===== config.mk =====
export PLATFORM = sky130hd
export DESIGN_NAME = logic_unit_pipe
export DESIGN_NICKNAME = d
export VERILOG_FILES = /design/src/rtl/logic_unit_pipe.sv
export SDC_FILE = /design/constraint.sdc
export NUM_CORES = 1
export LEC_CHECK = 0
export CAP_MARGIN = 20
export CORE_ASPECT_RATIO = 0.5
export CORE_MARGIN = 2
export CORE_UTILIZATION = 30
export CTS_BUF_LIST = sky130_fd_sc_hd__clkbuf_2 sky130_fd_sc_hd__clkbuf_4 sky130_fd_sc_hd__clkbuf_8
export CTS_CLUSTER_DIAMETER = 30
export DETAILED_ROUTE_END_ITERATION = 8
export SLEW_MARGIN = 25
export SYNTH_ARGS = -nofsm -noshare
export SYNTH_HDL_FRONTEND = slang
export SYNTH_SLANG_ARGS = --single-unit

===== constraint.sdc =====
create_clock -name clk -period 2 [get_ports clk]
set_input_delay 0.6 -clock clk [delete_from_list [all_inputs] [get_ports clk]]
set_output_delay 0.6 -clock clk [all_outputs]
set_load 0.1 [all_outputs]

===== src/rtl/logic_unit_pipe.sv =====
// logic_unit_pipe: two-stage bitwise logic unit with valid/ready flow control.
// Optional zero/parity result flags are built when LOGIC_UNIT_FLAGS_EN is defined.
`timescale 1ns/1ps
module logic_unit_pipe #(
    parameter int W = 8
) (
    input  logic         clk,
    input  logic         rst,
    input  logic         in_valid,
    output logic         in_ready,
    input  logic [W-1:0] in_a,
    input  logic [W-1:0] in_b,
    input  logic [2:0]   in_op,
    input  logic         in_acc,
    output logic         out_valid,
    input  logic         out_ready,
`ifdef LOGIC_UNIT_FLAGS_EN
    output logic         out_zero,
    output logic         out_parity,
`endif
    output logic [W-1:0] out_data
);

    typedef struct packed {
        logic [W-1:0] a;
        logic [W-1:0] b;
        logic [2:0]   op;
        logic         acc;
    } s1_t;

    s1_t          s1_q;
    logic         s1_valid;
    logic         s2_load;
    logic         in_fire;
    logic         out_fire;
    logic [W-1:0] b_eff;
    logic [W-1:0] result;

    // Handshake: S2 frees when empty or draining; S1 frees when empty or moving on
    always_comb begin
        s2_load  = s1_valid && (!out_valid || out_ready);
        in_ready = !s1_valid || s2_load;
        in_fire  = in_valid && in_ready;
        out_fire = out_valid && out_ready;
    end

    // Stage 1 operand register
    always_ff @(posedge clk or posedge rst) begin
        if (rst) begin
            s1_valid <= 1'b0;
            s1_q     <= '0;
        end else if (in_fire) begin
            s1_valid <= 1'b1;
            s1_q     <= '{a: in_a, b: in_b, op: in_op, acc: in_acc};
        end else if (s2_load) begin
            s1_valid <= 1'b0;
        end
    end

    // Operation decode; accumulate takes b from the held result register
    always_comb begin
        result = '0;
        b_eff  = s1_q.acc ? out_data : s1_q.b;
        unique case (s1_q.op)
            3'b000: result = s1_q.a & b_eff;
            3'b001: result = s1_q.a | b_eff;
            3'b010: result = ~(s1_q.a & b_eff);
            3'b011: result = ~(s1_q.a | b_eff);
            3'b100: result = s1_q.a ^ b_eff;
            3'b101: result = ~(s1_q.a ^ b_eff);
            3'b110: result = ~s1_q.a;
            3'b111: result = s1_q.a;
        endcase
    end

    // Stage 2 result register; data holds until the next load
    always_ff @(posedge clk or posedge rst) begin
        if (rst) begin
            out_valid <= 1'b0;
            out_data  <= '0;
        end else if (s2_load) begin
            out_valid <= 1'b1;
            out_data  <= result;
        end else if (out_fire) begin
            out_valid <= 1'b0;
        end
    end

`ifdef LOGIC_UNIT_FLAGS_EN
    // Result flags, registered alongside out_data
    always_ff @(posedge clk or posedge rst) begin
        if (rst) begin
            out_zero   <= 1'b1;
            out_parity <= 1'b0;
        end else if (s2_load) begin
            out_zero   <= (result == '0);
            out_parity <= ^result;
        end
    end
`endif

endmodule


==> results_dict.tcl, run 1 <==
set metrics [dict create \
    synth_seq_area_share_pct 37.08 \
    finalHoldViolCount 0 \
    ys_seq_elements 30 \
    cts_tree "done" \
    synth_xor_area_share_pct 0 \
    peakVddDrop_mv 0.3054 \
    holdPathEnd "out_valid" \
    p_leak_nw 1.224 \
    status "completed" \
    fp.coreArea_um2 6595 \
    crit_arrival_ps 2050 \
    synth-main-ff-cell "dfrtp_1" \
    p_sw_share_pct 43.33 \
    clock_path_buffers 2 \
    slew_headroom_pct 70.47 \
    p_int_w 0.001722 \
    netlist_area_um2 2024 \
    slew_violations 0 \
    gp_congestion 0.7652 \
    synthSimpleGateAreaFrac_pct 13.23 \
    fin_cells 340 \
    cap_violations 0 \
    clkTransAtPathRegs_ps 60 \
    synth_compound_area_share_pct 15.33 \
    nFillCells 643 \
    numCtsBuffers 5 \
    r2r-start "s1_q[0]" \
    drtPass1Iterations 4 \
    die_h_um 62.09 \
    grt_max_degree 31 \
    yosys.area_share.adder_pct 9.889 \
    vias 1618 \
    antenna_left 0 \
    wl_um 4614 \
    fin_crit_ps 1883 \
    clockRootBuffer "clkbuf_8" \
    dp_hpwl_um 3373 \
    hold_path.class "register to register" \
    seqPwrFrac_pct 29.7 \
    crit_start "s1_q[0]" \
    synth_top_area_share_pct 37.08 \
    dieArea_um2 7461 \
    drc 0 \
    fin_nets 287 \
    rows 21 \
    syn_avg_cell_area_um2 9.780 \
    port_buffers 33 \
    synth_nets 247 \
    hp-start "s1_valid" \
    antenna_found_initial 0 \
    synth-async-reset-ratio_pct 100.0 \
    wl_per_cell_um 13.57 \
    rsz0062_at_grt "false" \
    diodes 0 \
    start_util_pct 30.70 \
    gr-total-overflow 0 \
    grt_usage_pct 13.23 \
    p_comb_share_pct 53.2 \
    via_per_inst 4.759 \
    met2WireLength_um 2280 \
    finalHoldWorstSlack_ps 504.5 \
    startpoint_type "register" \
    rrSetupSlack_ps 120 \
    dr_wl_met3_um 169 \
    p_switching_w 0.001317 \
    synth_edf_count 0 \
    grt_pass1_vias 1638 \
    pwr-share-clk_pct 17.1 \
    worst_pin_slew_ps 443.0 \
    h-tree-depth 2 \
    die_w_um 120.2 \
    syn_inst 207 \
    fin_crit_sh_pct 94.14 \
    clock_latency_ps 280 \
    drt_iter0_markers 53 \
    synth_mux_area_share_pct 16.63 \
    drt-met1-wl_um 2110 \
    io_pins 34 \
    dp.cells 331 \
    critPathRequiredTime_ps 2170 \
    skew_ps 4.968 \
    synth_warnings 0 \
    area_growth_syn_to_layout_pct 34.73 \
    cts_sinks 30 \
    drive_gt1_share_pct 28.63 \
    worstReg2RegEnd "out_data[5]" \
    synthTopCellsByArea "dfrtp_1 (37%), mux2_2 (12%), ha_1 (9.9%), mux2i_1 (4.9%), nor2_1 (4.4%)" \
    cp_max_fo 5 \
    critPathKind "register to register" \
    synth_area_leader_cell "dfrtp_1" \
    fmax_mhz 531.1 \
    power.density_nw_per_um2 1114 \
    cp-end-kind "register" \
    highest_layer "met4" \
    synth.distinct_cells 28 \
    setup_viol 0 \
    grt_pass1_wl_um 7686 \
    reg2reg_depth 7 \
    synth_top_family_by_area "multiplexers" \
    hold_path_depth 1 \
]
==> critical path, stage by stage (launching register included) <==
cell and delay (ps):
dfrtp_1 420, buf_12 160, mux2i_1 140, ha_1 200
and2_1 160, o311ai_1 320, o211ai_1 170, a22o_1 200
==> metrics by stage <==
stage	area (µm²)	setup WS (ps)	TNS, ps	power (W)	util, %
floorplan	2053	-396.3	-8005	0.001969	-
global placement	2619	-74.37	-427.3	0.002466	39.71
detailed placement	2619	-106.1	-1289	0.002522	39.71
CTS	2720	63.75	0	0.003058	41.24
global route	2728	28.67	0	0.003227	41.36
finish	2728	117.3	0	0.003040	41.36
==> placed cells by master (no fill, tap or decap) <==
cell / synthesis / layout
o311ai_2: 0 / 1
clkdlybuf4s50_1: 0 / 22
a22o_1: 7 / 7
o31ai_1: 1 / 1
and2_0: 2 / 2
o311ai_1: 1 / 4
nand2_1: 11 / 10
clkbuf_8: 0 / 6
and2_1: 5 / 5
dfrtp_1: 30 / 21
a22oi_1: 7 / 7
nand3b_1: 1 / 1
nand2b_1: 3 / 3
o211ai_1: 7 / 7
and2b_2: 1 / 1
o21ai_0: 7 / 7
nand2_2: 0 / 1
a21oi_1: 8 / 8
mux2i_1: 10 / 10
dfrtp_4: 0 / 1
ha_1: 16 / 16
nor2_1: 24 / 24
clkinv_2: 0 / 1
or2b_1: 1 / 1
clkbuf_4: 0 / 1
inv_1: 17 / 17
o311ai_0: 6 / 2
buf_12: 0 / 13
or3_1: 1 / 1
mux2_2: 21 / 21
dlygate4sd2_1: 0 / 1
nor2_2: 7 / 7
buf_4: 3 / 10
dfrtp_2: 0 / 8
==> power groups by stage <==
stage	logic, W	registers (W)	clock network (W)
detailed placement	0.00161	0.000913	0
floorplan	0.000672	0.00130	0
CTS	0.00162	0.000903	0.000538
finish	0.00162	0.000903	0.000520
global route	0.00174	0.000924	0.000568
global placement	0.00156	0.000908	0
==> cell usage after synthesis (5+ instances only) <==
master	count
dfrtp_1	30
nor2_1	24
mux2_2	21
inv_1	17
ha_1	16
nand2_1	11
mux2i_1	10
a21oi_1	8
a22o_1	7
a22oi_1	7
nor2_2	7
o211ai_1	7
o21ai_0	7
o311ai_0	6
and2_1	5
==> layout make-up <==
type / instances / area [µm²] / area share (%)
inverters: 17 / 63.81 / 2.339
flip-flops and latches: 30 / 764.5 / 28.03
well taps: 92 / 115.1 / 4.220
repair buffers: 46 / 564.3 / 20.69
clock inverters: 1 / 5.005 / 0.1835
multi-input cells: 147 / 1125 / 41.24
clock buffers: 7 / 90.09 / 3.303
==> sequential cells by signal (all words and copies together), names as in the netlist <==
signal / count
s1_q: 20
s1_valid: 1
out_data: 8
out_valid: 1
==> cells by family (layout without fill, tap and decap cells) <==
group	after synthesis	in the layout
and+or+nand+nor	56	56
AOI/OAI and AO/OA	44	44
muxes	31	31
DFF	30	30
buffers and inverters	30	71
adders and majority gates	16	16
==> metal layers <==
layer / track usage (%) / vias to the layer above
li1: - / 799
met3: 3.011 / 6
met1: 16.44 / 789
met5: 0 / -
met4: 4.034 / 0
met2: 23.78 / 24
==> worst max path at each step <==
stage / to / depth (start not counted) / slack, ps
finish: out_data[5] / 7 / 120
global route: out_data[5] / 7 / 30
CTS: out_data[5] / 7 / 60
detailed placement: in_ready / 3 / -110
global placement: in_ready / 3 / -70
floorplan: s1_q[0] / 4 / -400
==> repair_timing <==
item / CTS / global route
setup buffers: 1 / 0
endpoints found under the setup margin: 1 / 4
hold buffers: 0 / 0
resized for setup: 1 / 5
pin swaps: 0 / 0
Note: power is estimated with default switching activity, not from simulation.
==> run 2: changes to the inputs <==
--- a/config.mk
+++ b/config.mk
@@ -8,10 +8,11 @@
 export CAP_MARGIN = 20
 export CORE_ASPECT_RATIO = 0.5
 export CORE_MARGIN = 2
-export CORE_UTILIZATION = 30
+export CORE_UTILIZATION = 54
 export CTS_BUF_LIST = sky130_fd_sc_hd__clkbuf_2 sky130_fd_sc_hd__clkbuf_4 sky130_fd_sc_hd__clkbuf_8
 export CTS_CLUSTER_DIAMETER = 30
 export DETAILED_ROUTE_END_ITERATION = 8
+export PLACE_DENSITY = 0.81
 export SLEW_MARGIN = 25
 export SYNTH_ARGS = -nofsm -noshare
 export SYNTH_HDL_FRONTEND = slang
==> run 2 against run 1 <==
Combinational power is essentially flat. Utilization grew 34 points. Cell count shrank 13%.
==> results_dict.tcl, run 2 (synthesized netlist as in run 1, its figures left out) <==
set metrics [dict create \
    grt_usage_pct 23.31 \
    finalHoldViolCount 0 \
    vias 1652 \
    final_common_cell "nor2_1" \
    dp_hpwl_um 3310 \
    nFillCells 250 \
    worstReg2RegEnd "out_data[4]" \
    via_per_inst 5.562 \
    wl_per_cell_um 15.28 \
    clockRootBuffer "clkbuf_8" \
    clkTransAtPathRegs_ps 60 \
    worst_pin_slew_ps 550.9 \
    grt_max_degree 31 \
    io_pins 34 \
    hold_path_depth 1 \
    fin_cells 297 \
    path_buf_inv 1 \
    cp_slowest_stage_delay_ps 400 \
    numCtsBuffers 5 \
    drtPass1Iterations 4 \
    wl_um 4537 \
    holdPathEnd "s1_q[8]" \
    top_register "s1_q" \
    gr-total-overflow 0 \
    fin_util_pct 75.51 \
    fin_nets 285 \
    highest_layer "met4" \
    antenna_found_initial 0 \
    fin_crit_ps 1924 \
    start_util_pct 57.68 \
    drt_iter0_markers 139 \
    startpoint_type "register" \
    dp.cells 288 \
    drc 0 \
    skew_ps 6.904 \
    area_growth_syn_to_layout_pct 30.90 \
    slew_headroom_pct 63.14 \
    rrSetupSlack_ps 80 \
    status "completed" \
    cts_sinks 30 \
    rsz0062_at_grt "false" \
    cts_tree "done" \
    power_w 0.003032 \
    p_leak_nw 1.211 \
    cap_violations 0 \
    drt-met1-wl_um 2037 \
    die_h_um 47.30 \
    top_regs "s1_q: 20 flops, out_data: 8 flops" \
    fmax_mhz 519.8 \
    power.density_nw_per_um2 1144 \
    cp_slowest_cell "dfrtp_1" \
    fin_ws_ps 76.03 \
    cp-end-kind "register" \
    cp_max_fo 9 \
    critPathTopFamily "compound AO/OA/AOI/OAI gates" \
    critPathKind "register to register" \
    grt_pass1_wl_um 7700 \
    rows 15 \
    reg2reg_depth 7 \
    die_w_um 90.59 \
    r2r-start "s1_q[0]" \
    clock_path_buffers 2 \
    dpl_worst_slack_ps -111.7 \
    dieArea_um2 4284 \
    fin_crit_sh_pct 96.20 \
    port_buffers 33 \
    path_cells "buf_12, mux2i_1, ha_1, and2_1, o311ai_0, o211ai_1, a22o_1" \
    peakVddDrop_mv 0.9962 \
    slew_violations 0 \
    fp.coreArea_um2 3510 \
    setup_viol 0 \
    hold_path.class "register to register" \
    clock_latency_ps 280 \
    drive_gt1_share_pct 27.64 \
    grt_pass1_vias 1713 \
    diodes 0 \
    dr_wl_met3_um 241 \
    largest_register_ff_count 20 \
    hold_buffers 0 \
    gp_congestion 0.7983 \
    critPathRequiredTime_ps 2170 \
    hp-start "s1_q[8]" \
    crit_arrival_ps 2090 \
    met2WireLength_um 2200 \
    h-tree-depth 2 \
    antenna_left 0 \
    final_cell_mix "nor2_1 (24), clkdlybuf4s50_1 (22), mux2_2 (21), dfrtp_1 (21), inv_1 (17)" \
]
## run 2: changes by cell type in the layout (fill, tap and decap cells not counted)
cell | before | now
clkinv_2 | 1 | 0
o311ai_1 | 4 | 5
clkbuf_8 | 6 | 5
o311ai_2 | 1 | 0
clkbuf_4 | 1 | 3
buf_4 | 10 | 8
## run 2: report_power, final
group	total, W	internal, W	leakage (nW)	switching (W)
sequential	0.000915	0.000744	0.343	0.000171
combinational	0.00161	0.000677	0.818	0.000935
clock	0.000505	0.000287	0.0498	0.000218
total	0.00303	0.00171	1.21	0.00132
## run 2: repair_timing
item | in CTS | in global routing
endpoints found under the setup margin | 1 | 4
buffers inserted | 1 | 0
resized for setup | 1 | 4
## run 2: per-layer routing
metal | track usage, % | vias to the layer above
li1 | - | 793
met2 | 42.69 | 56
met5 | 0 | -
met1 | 28.22 | 797
met4 | 9.231 | 0
met3 | 5.457 | 6
## run 2: cell type report
cell class / count / area [µm²] / area share (%)
well taps: 51 / 63.81 / 2.408
flip-flops and latches: 30 / 764.5 / 28.85
clock buffers: 8 / 91.34 / 3.447
inverters: 17 / 63.81 / 2.408
repair buffers: 44 / 549.3 / 20.73
multi-input cells: 147 / 1117 / 42.16
## run 2: worst max path at each step
stage / start / end / slack (ps) / cells after the start
3_5_place_dp: out_ready / in_ready / -110 / 3
4_1_cts: s1_q[0] / out_data[6] / 50 / 7
3_3_place_gp: out_ready / in_ready / -80 / 3
2_1_floorplan: out_valid / s1_q[0] / -400 / 4
5_1_grt: s1_q[0] / out_data[4] / 4 / 7
6_report: s1_q[0] / out_data[4] / 80 / 7
## run 2: stage by stage
stage	area, µm²	hold WS, ps	TNS, ps
after floorplan	2053	457.2	-8005
after global placement	2552	467.1	-326.3
after detailed placement	2552	497.5	-1397
after CTS	2650	511.9	0
after global routing	2650	531.0	0
final	2650	508.2	0
==> run 3: changes to the inputs <==
--- a/config.mk
+++ b/config.mk
@@ -5,7 +5,6 @@
 export SDC_FILE = /design/constraint.sdc
 export NUM_CORES = 1
 export LEC_CHECK = 0
-export CAP_MARGIN = 20
 export CORE_ASPECT_RATIO = 0.5
 export CORE_MARGIN = 2
 export CORE_UTILIZATION = 54
==> results of run 3 <==
Same layout as run 2: the final DEF is identical, and so are final timing and power.
